$ cat src/rtl/masked_mux_sched_pkg.sv
// ============================================================================
// Module  : masked_mux_sched_pkg
// Brief   : Shared types and constants for the masked select sequencer.
// Revision: 1.0 - initial release
// ============================================================================
`default_nettype none

package masked_mux_sched_pkg;

    typedef enum logic [1:0] {
        ST_IDLE  = 2'd0,
        ST_ISSUE = 2'd1,
        ST_DRAIN = 2'd2,
        ST_DONE  = 2'd3
    } state_e;

    localparam int PIPE_LAT = 3;
    localparam int RND_DLY  = 2;

    // Index of the fresh-randomness word shared by share pair (i, j), i < j.
    function automatic int pair_idx(input int i, input int j, input int d);
        return i * d - (i * (i + 1)) / 2 + (j - i - 1);
    endfunction

endpackage

`default_nettype wire

$ cat src/rtl/masked_mux_sched_if.sv
// ============================================================================
// Module  : masked_mux_sched_if
// Brief   : Job control, randomness and operand RAM bundle of the sequencer.
// Revision: 1.0 - initial release
// ============================================================================
`default_nettype none

interface masked_mux_sched_if #(
    parameter int D    = 2,
    parameter int WORD = 13,
    parameter int AW   = 10
);
    localparam int NRND = D * (D - 1) / 2 * WORD;

    logic                start;
    logic [AW:0]         len;
    logic [AW-1:0]       base_a;
    logic [AW-1:0]       base_b;
    logic [AW-1:0]       base_o;
    logic [D-1:0]        s_sel;
    logic                busy;
    logic                done;
    logic                rnd_valid;
    logic                rnd_ready;
    logic [NRND-1:0]     rnd_in;
    logic                rd_en;
    logic [AW-1:0]       rd_addr_a;
    logic [AW-1:0]       rd_addr_b;
    logic [D*WORD-1:0]   rd_data_a;
    logic [D*WORD-1:0]   rd_data_b;
    logic                wr_en;
    logic [AW-1:0]       wr_addr;
    logic [D*WORD-1:0]   wr_data;

    modport master (
        output start, len, base_a, base_b, base_o, s_sel,
        output rnd_valid, rnd_in, rd_data_a, rd_data_b,
        input  busy, done, rnd_ready, rd_en, rd_addr_a, rd_addr_b,
        input  wr_en, wr_addr, wr_data
    );

    modport slave (
        input  start, len, base_a, base_b, base_o, s_sel,
        input  rnd_valid, rnd_in, rd_data_a, rd_data_b,
        output busy, done, rnd_ready, rd_en, rd_addr_a, rd_addr_b,
        output wr_en, wr_addr, wr_data
    );

endinterface

`default_nettype wire

$ cat src/rtl/masked_mux_sched_mux2_gadget.sv
// ============================================================================
// Module  : mux2_gadget
// Brief   : D-share masked 2:1 select, y = b ^ (s & (a ^ b)), two register stages.
// Revision: 1.0 - initial release
// ============================================================================
`default_nettype none

module mux2_gadget
    import masked_mux_sched_pkg::*;
#(
    parameter  int D    = 2,
    parameter  int WORD = 13,
    localparam int NRND = D * (D - 1) / 2 * WORD
) (
    input  logic                clk,
    input  logic                rst,
    input  logic [D*WORD-1:0]   a_i,
    input  logic [D*WORD-1:0]   b_i,
    input  logic [D-1:0]        s_i,
    input  logic [NRND-1:0]     rnd_i,
    output logic [D*WORD-1:0]   y_o
);

    logic [D-1:0][WORD-1:0] d_q;
    logic [D-1:0][WORD-1:0] b1_q;
    logic [D-1:0][WORD-1:0] z_d;
    logic [D-1:0][WORD-1:0] z_q;
    logic [D-1:0][WORD-1:0] b2_q;

    // Share-wise AND with per-pair refresh; each cross term is folded into
    // the randomness before it meets the other cross term.
    always_comb begin
        z_d = '0;
        for (int i = 0; i < D; i++) begin
            z_d[i] = {WORD{s_i[i]}} & d_q[i];
        end
        for (int i = 0; i < D; i++) begin
            for (int j = i + 1; j < D; j++) begin
                z_d[i] = z_d[i] ^ rnd_i[pair_idx(i, j, D) * WORD +: WORD];
                z_d[j] = z_d[j]
                       ^ ((rnd_i[pair_idx(i, j, D) * WORD +: WORD]
                           ^ ({WORD{s_i[i]}} & d_q[j]))
                          ^ ({WORD{s_i[j]}} & d_q[i]));
            end
        end
    end

    always_ff @(posedge clk or posedge rst) begin
        if (rst) begin
            d_q  <= '0;
            b1_q <= '0;
            z_q  <= '0;
            b2_q <= '0;
        end else begin
            d_q  <= a_i ^ b_i;
            b1_q <= b_i;
            z_q  <= z_d;
            b2_q <= b1_q;
        end
    end

    assign y_o = b2_q ^ z_q;

endmodule

`default_nettype wire

$ cat src/rtl/masked_mux_sched.sv
// ============================================================================
// Module  : masked_mux_sched
// Brief   : Streams LEN masked word pairs from RAM through mux2_gadget and
//           writes the selected shares back. Optional MASKED_MUX_STALL_CNT_EN
//           adds a saturating count of randomness-starved issue cycles.
// Revision: 1.0 - initial release
// ============================================================================
`default_nettype none

module masked_mux_sched
    import masked_mux_sched_pkg::*;
#(
    parameter int D    = 2,
    parameter int WORD = 13,
    parameter int AW   = 10
) (
    input  logic                clk,
    input  logic                rst,
    masked_mux_sched_if.slave   bus
`ifdef MASKED_MUX_STALL_CNT_EN
    ,
    output logic [15:0]         stall_cnt_o
`endif
);

    localparam int NRND = D * (D - 1) / 2 * WORD;

    state_e             state_q;
    logic               busy_q;
    logic               done_q;
    logic [AW:0]        len_q;
    logic [AW:0]        cnt_q;
    logic [AW-1:0]      base_a_q;
    logic [AW-1:0]      base_b_q;
    logic [AW-1:0]      base_o_q;
    logic [D-1:0]       s_q;
    logic [PIPE_LAT-1:0] vld_q;
    logic [AW-1:0]      waddr_q [PIPE_LAT];
    logic [NRND-1:0]    rnd_q   [RND_DLY];
    logic               issue;
    logic               last;

    assign issue = (state_q == ST_ISSUE) && bus.rnd_valid;
    assign last  = issue && (cnt_q == len_q - 1'b1);

    always_ff @(posedge clk or posedge rst) begin
        if (rst) begin
            state_q  <= ST_IDLE;
            busy_q   <= 1'b0;
            done_q   <= 1'b0;
            len_q    <= '0;
            cnt_q    <= '0;
            base_a_q <= '0;
            base_b_q <= '0;
            base_o_q <= '0;
            s_q      <= '0;
        end else begin
            case (state_q)
                ST_IDLE: begin
                    if (bus.start) begin
                        len_q    <= bus.len;
                        base_a_q <= bus.base_a;
                        base_b_q <= bus.base_b;
                        base_o_q <= bus.base_o;
                        s_q      <= bus.s_sel;
                        cnt_q    <= '0;
                        busy_q   <= 1'b1;
                        if (bus.len == '0) begin
                            state_q <= ST_DONE;
                            done_q  <= 1'b1;
                        end else begin
                            state_q <= ST_ISSUE;
                        end
                    end
                end
                ST_ISSUE: begin
                    if (issue) begin
                        cnt_q <= cnt_q + 1'b1;
                        if (last) begin
                            state_q <= ST_DRAIN;
                        end
                    end
                end
                ST_DRAIN: begin
                    // Leave once only the word being written now remains.
                    if (vld_q[PIPE_LAT-2:0] == '0) begin
                        state_q <= ST_DONE;
                        done_q  <= 1'b1;
                    end
                end
                ST_DONE: begin
                    state_q <= ST_IDLE;
                    done_q  <= 1'b0;
                    busy_q  <= 1'b0;
                end
                default: begin
                    state_q <= ST_IDLE;
                    done_q  <= 1'b0;
                    busy_q  <= 1'b0;
                end
            endcase
        end
    end

    always_ff @(posedge clk or posedge rst) begin
        if (rst) begin
            vld_q <= '0;
            for (int k = 0; k < PIPE_LAT; k++) begin
                waddr_q[k] <= '0;
            end
            for (int k = 0; k < RND_DLY; k++) begin
                rnd_q[k] <= '0;
            end
        end else begin
            vld_q      <= {vld_q[PIPE_LAT-2:0], issue};
            waddr_q[0] <= base_o_q + cnt_q[AW-1:0];
            for (int k = 1; k < PIPE_LAT; k++) begin
                waddr_q[k] <= waddr_q[k-1];
            end
            if (issue) begin
                rnd_q[0] <= bus.rnd_in;
            end
            for (int k = 1; k < RND_DLY; k++) begin
                rnd_q[k] <= rnd_q[k-1];
            end
        end
    end

    mux2_gadget #(
        .D    (D),
        .WORD (WORD)
    ) u_gadget (
        .clk   (clk),
        .rst   (rst),
        .a_i   (bus.rd_data_a),
        .b_i   (bus.rd_data_b),
        .s_i   (s_q),
        .rnd_i (rnd_q[RND_DLY-1]),
        .y_o   (bus.wr_data)
    );

    assign bus.busy      = busy_q;
    assign bus.done      = done_q;
    assign bus.rd_en     = issue;
    assign bus.rnd_ready = issue;
    assign bus.rd_addr_a = base_a_q + cnt_q[AW-1:0];
    assign bus.rd_addr_b = base_b_q + cnt_q[AW-1:0];
    assign bus.wr_en     = vld_q[PIPE_LAT-1];
    assign bus.wr_addr   = waddr_q[PIPE_LAT-1];

`ifdef MASKED_MUX_STALL_CNT_EN
    logic [15:0] stall_q;

    always_ff @(posedge clk or posedge rst) begin
        if (rst) begin
            stall_q <= '0;
        end else if (state_q == ST_IDLE && bus.start) begin
            stall_q <= '0;
        end else if (state_q == ST_ISSUE && !bus.rnd_valid && stall_q != 16'hFFFF) begin
            stall_q <= stall_q + 16'd1;
        end
    end

    assign stall_cnt_o = stall_q;
`endif

endmodule

`default_nettype wire

$ cat src/flat_wrapper.sv
// flat-port wrapper written by rule: the top's interface ports become plain ports
module masked_mux_sched_flat import masked_mux_sched_pkg::*;
#(
    parameter int D    = 2,
    parameter int WORD = 13,
    parameter int AW   = 10
)
  (clk, rst, bus_start, bus_len, bus_base_a, bus_base_b, bus_base_o, bus_s_sel, bus_rnd_valid, bus_rnd_in, bus_rd_data_a, bus_rd_data_b, bus_busy, bus_done, bus_rnd_ready, bus_rd_en, bus_rd_addr_a, bus_rd_addr_b, bus_wr_en, bus_wr_addr, bus_wr_data);
  masked_mux_sched_if #(.D(D), .WORD(WORD), .AW(AW)) bus_i ();
  input  logic clk;
  input  logic rst;
  input wire logic [$bits(bus_i.start)-1:0] bus_start;
  input wire logic [$bits(bus_i.len)-1:0] bus_len;
  input wire logic [$bits(bus_i.base_a)-1:0] bus_base_a;
  input wire logic [$bits(bus_i.base_b)-1:0] bus_base_b;
  input wire logic [$bits(bus_i.base_o)-1:0] bus_base_o;
  input wire logic [$bits(bus_i.s_sel)-1:0] bus_s_sel;
  input wire logic [$bits(bus_i.rnd_valid)-1:0] bus_rnd_valid;
  input wire logic [$bits(bus_i.rnd_in)-1:0] bus_rnd_in;
  input wire logic [$bits(bus_i.rd_data_a)-1:0] bus_rd_data_a;
  input wire logic [$bits(bus_i.rd_data_b)-1:0] bus_rd_data_b;
  output wire logic [$bits(bus_i.busy)-1:0] bus_busy;
  output wire logic [$bits(bus_i.done)-1:0] bus_done;
  output wire logic [$bits(bus_i.rnd_ready)-1:0] bus_rnd_ready;
  output wire logic [$bits(bus_i.rd_en)-1:0] bus_rd_en;
  output wire logic [$bits(bus_i.rd_addr_a)-1:0] bus_rd_addr_a;
  output wire logic [$bits(bus_i.rd_addr_b)-1:0] bus_rd_addr_b;
  output wire logic [$bits(bus_i.wr_en)-1:0] bus_wr_en;
  output wire logic [$bits(bus_i.wr_addr)-1:0] bus_wr_addr;
  output wire logic [$bits(bus_i.wr_data)-1:0] bus_wr_data;
  assign bus_i.start = bus_start;
  assign bus_i.len = bus_len;
  assign bus_i.base_a = bus_base_a;
  assign bus_i.base_b = bus_base_b;
  assign bus_i.base_o = bus_base_o;
  assign bus_i.s_sel = bus_s_sel;
  assign bus_i.rnd_valid = bus_rnd_valid;
  assign bus_i.rnd_in = bus_rnd_in;
  assign bus_i.rd_data_a = bus_rd_data_a;
  assign bus_i.rd_data_b = bus_rd_data_b;
  assign bus_busy = bus_i.busy;
  assign bus_done = bus_i.done;
  assign bus_rnd_ready = bus_i.rnd_ready;
  assign bus_rd_en = bus_i.rd_en;
  assign bus_rd_addr_a = bus_i.rd_addr_a;
  assign bus_rd_addr_b = bus_i.rd_addr_b;
  assign bus_wr_en = bus_i.wr_en;
  assign bus_wr_addr = bus_i.wr_addr;
  assign bus_wr_data = bus_i.wr_data;
  masked_mux_sched #(.D(D), .WORD(WORD), .AW(AW)) u_core (.clk(clk), .rst(rst), .bus(bus_i));
endmodule
$ cat config.mk
export PLATFORM = sky130hd
export DESIGN_NAME = masked_mux_sched_flat
export DESIGN_NICKNAME = d
export VERILOG_FILES = /design/src/rtl/masked_mux_sched_pkg.sv /design/src/rtl/masked_mux_sched_if.sv /design/src/rtl/masked_mux_sched_mux2_gadget.sv /design/src/rtl/masked_mux_sched.sv /design/src/flat_wrapper.sv
export SDC_FILE = /design/constraint.sdc
export NUM_CORES = 1
export LEC_CHECK = 0
export ABC_AREA = 1
export BUFFER_PORTS_ARGS = -buffer_cell sky130_fd_sc_hd__buf_2
export CAP_MARGIN = 20
export CORE_MARGIN = 10
export CORE_UTILIZATION = 50
export CTS_CLUSTER_DIAMETER = 150
export DETAILED_ROUTE_END_ITERATION = 10
export MAX_ROUTING_LAYER = met4
export PLACE_DENSITY = 0.77
export RECOVER_POWER = 50
export SYNTH_ARGS = -nofsm -noshare
export SYNTH_HDL_FRONTEND = slang
export SYNTH_SLANG_ARGS = --single-unit
$ cat constraint.sdc
create_clock -name clk -period 7.5 [get_ports clk]
set_input_delay 1.5 -clock clk [delete_from_list [all_inputs] [get_ports clk]]
set_output_delay 1.5 -clock clk [all_outputs]
set_load 0.05 [all_outputs]
==> results.md <==
* Most instantiated cells after synthesis: nand2_1 (235), dfrtp_1 (221), xor2_1 (104)
* Fillcell total at 1490
* Total track usage at 0.173
* Core region area at 18600 um2
* Total power at 5.12 mW
* Sink Count at 221
* Failing checks: max-capacitance violations, max-slew violations
* Final worst slack at 2.85 ns
* Total CTS buffers at 24
* Max FO, Critical Path at 65
* Clock root buffer: clkbuf_16
* Worst-Margin Slew at 3.16 ns
* WHS at 0.346 ns
* Leakage at 5.68 nW
* Grt ovf at 0
* Clock share of power at 0.233
* RSZ-0062 raised after global routing: false
* Pins Over Slew Limit at 115
* Setup TNS at 0 ns
* Seq pwr share at 0.359
* Synth Area per Inst at 10.5 um2
* Area growth, synth to finish at 19.7%
* PortBufs at ~170
* Crit Path Class: input pin to async pin
* Req. time, crit path at 8.15 ns
* Data arrival, critical path at 5.30 ns
* Period utilisation layout at 0.620
* Minimum clock period after layout at 4.65 ns
* Seq cells post-synth at 221
* Clock skew at 0.00676 ns
* Placed cell areas at 10400 um2
* Via count at 6538
* DP HPWL at 15000 um
* Worst Setup End Kind: async pin
* CP peak stage delay at roughly 2.2 ns
* Top cell by count, worst path: clkbuf_1
* Pwr dens at 455 nW/um2
* Largest net degree at the start of global routing at 86
* Synth top area share at 0.589
* Most frequent cell after synthesis: nand2_1
* GP Congestion at 0.921
* Worst hold path type: flop to flop
* Seq/Total Area, Yosys at 0.589
* Die ar. at 24700 um2
* Worst path cell trace: clkbuf_1 -> clkinvlp_4 -> clkbuf_1 -> clkbuf_1 -> buf_16
* Finished Cell Area at 11200 um2
* Final setup viols at 0
* First-pass GRT wire length at 33700 um
* Initial antenna violation count at 0
* Largest cells by area after synthesis: dfrtp_1 (59%), xor2_1 (9.7%), nand2_1 (9.4%)
* Max Fclk at 215 MHz
* Via density per instance at just under 5
* Outcome: finished, violations left
* Share of cells above drive strength 1 at 0.176
* Clock Latency Late Sink at 0.50 ns
* Yosys warns at 0
* Initial DRC Count at between 300 and 400
* Yosys top cell by area: dfrtp_1
* Relative slew slack at -1.10
* Synth Flop Type: dfrtp_1
* Post-Place Worst Slack at 3.17 ns
* Routed len/inst at 15.7 um
* CTS tree: done
* Internal power at about 2.9 mW
* Unique masters post-synth at 40
* ANT nets after route at 0
* Post-synthesis net count at approximately 1000
* Vias in the first global route at 6803
* Clock Path Buffers at 3
* Final nets at 1222
* Post-Syn Instances at 897
* Max H-tree Level at 1
* Max-Cap Viols at 2
* Vert. Die Dim at 157 um
* ANT cells at 0
* Die X at ~160 um
* Number of I/O pins at around 170
* Max stage delay cell, worst path: clkbuf_1
* Post-synth EDFFs at 0
* Post-route DRC at 0
* Combinational share of power at 0.408
* Routed WL at slightly above 20000 um
* Peak supply drop at 0.290 mV
* CP delay by family, top: buffers and inverters
* Buffer and inverter count on the worst path at 5
* Post-CTS Setup Bufs at 0
* Initial Utilization at 0.505
* DRT Pass-1 Iters at 5
* Post-Syn Area at 9390 um2
* Final number of hold-violating endpoints at 0
* # resized after CTS at 0
* Clock transition at path regs at around 0.06 ns
* Psw at ~2.2 mW
* Sw Ratio at 0.427
* Hold Buf Count CTS at 0
* CP Launch Type: input pin
* Ys async rst share at 1.00
* Rows at 50
-- state kept, by name, summed over array words and instances, names as in the netlist, 11 cells and up --
| register | flops |
|---|---|
| u_core.len_q | 11 |
| u_core.u_gadget.z_q | 26 |
| u_core.rnd_q | 26 |
| u_core.cnt_q | 11 |
| u_core.u_gadget.b2_q | 26 |
| u_core.u_gadget.d_q | 26 |
| u_core.u_gadget.b1_q | 26 |
| u_core.waddr_q | 20 |
-- worst register-to-register path: cells and delay by family, from the launching register on --
| family | cells | cell delay (ns) |
|---|---|---|
| adder cells (fa/ha/maj) | 1 | 0.29 |
| flip-flops | 1 | 0.41 |
| AND/OR/NAND/NOR | 2 | 0.17 |
| AO/OA/AOI/OAI | 1 | 0.08 |
| buffers and inverters | 4 | 2.60 |
-- cell type report --
cell class	instances	area, um2	share of cell area
sequential	221	5530	0.492
clock buffer	34	699	0.0622
inverter	64	244	0.0217
tap	234	293	0.0261
multi-input combinational	585	3470	0.308
timing repair buffer	178	891	0.0793
clock inverter	7	115	0.0102
-- per-layer routing --
layer | up-vias | wire length, um | GRT usage
met5 | - | 0 | -
li1 | 3195 | - | -
met4 | 0 | 270 | 0.0352
met2 | 186 | 10000 | 0.287
met3 | 21 | 1330 | 0.0360
met1 | 3136 | 9150 | 0.218
-- power groups by stage --
stage                     Combinational [mW]  Clock [mW]  Sequential (mW)
after global routing                    2.29        1.27             1.88
after detailed placement                2.09           0             1.86
after CTS                               2.11        1.22             1.84
after floorplan                         1.67           0             1.78
after global placement                  2.06           0             1.84
final                                   2.09        1.19             1.84
-- cell usage in the layout (no fill, tap or decap), drive strengths merged, types with 2 or more instances in the layout --
master / count
a21boi: 13
nor3: 5
nand4: 6
nand3: 24
bufinv: 3
or2: 3
clkinvlp: 3
buf: 146
nand2: 237
clkbuf: 66
a21oi: 36
ha: 33
dfrtp: 221
nor2: 34
o21ai: 52
o31ai: 2
fa: 3
inv: 62
xnor2: 21
o211ai: 2
xor2: 104
clkinv: 3
-- final timing paths --
kind | to | cells after the start | slack (ns) | start
setup / recovery | u_core.len_q[8] | 5 | 2.85 | rst
hold / removal | u_core.u_gadget.b2_q[16] | 0 | 0.35 | u_core.u_gadget.b1_q[16]
setup reg to reg | u_core.base_o_q[1] | 8 | 3.83 | u_core.state_q[0]
hold reg to reg | u_core.u_gadget.b2_q[16] | 0 | 0.35 | u_core.u_gadget.b1_q[16]
max in group clk | bus_rd_en | 4 | 2.92 | bus_rnd_valid
min in group asynchronous | u_core.u_gadget.b1_q[22] | 3 | 2.22 | rst
-- cells by family (layout without fill, tap and decap cells) --
group | count (synthesis) | count (layout) | synth area share
xor gates and xnor gates | 125 | 125 | 0.117
AOI/OAI and AO/OA | 112 | 112 | 0.0664
buffers and inverters | 91 | 283 | 0.0413
and+or+nand+nor | 312 | 312 | 0.136
adders and majority gates | 36 | 36 | 0.0504
DFF | 221 | 221 | 0.589
-- stage by stage --
stage          instances  utilization
6_report            1323        0.605
5_1_grt             1323        0.605
4_1_cts             1321        0.605
3_5_place_dp        1280        0.561
3_3_place_gp        1280        0.561
2_1_floorplan        897            -
Power figures use the tool's default switching activity.
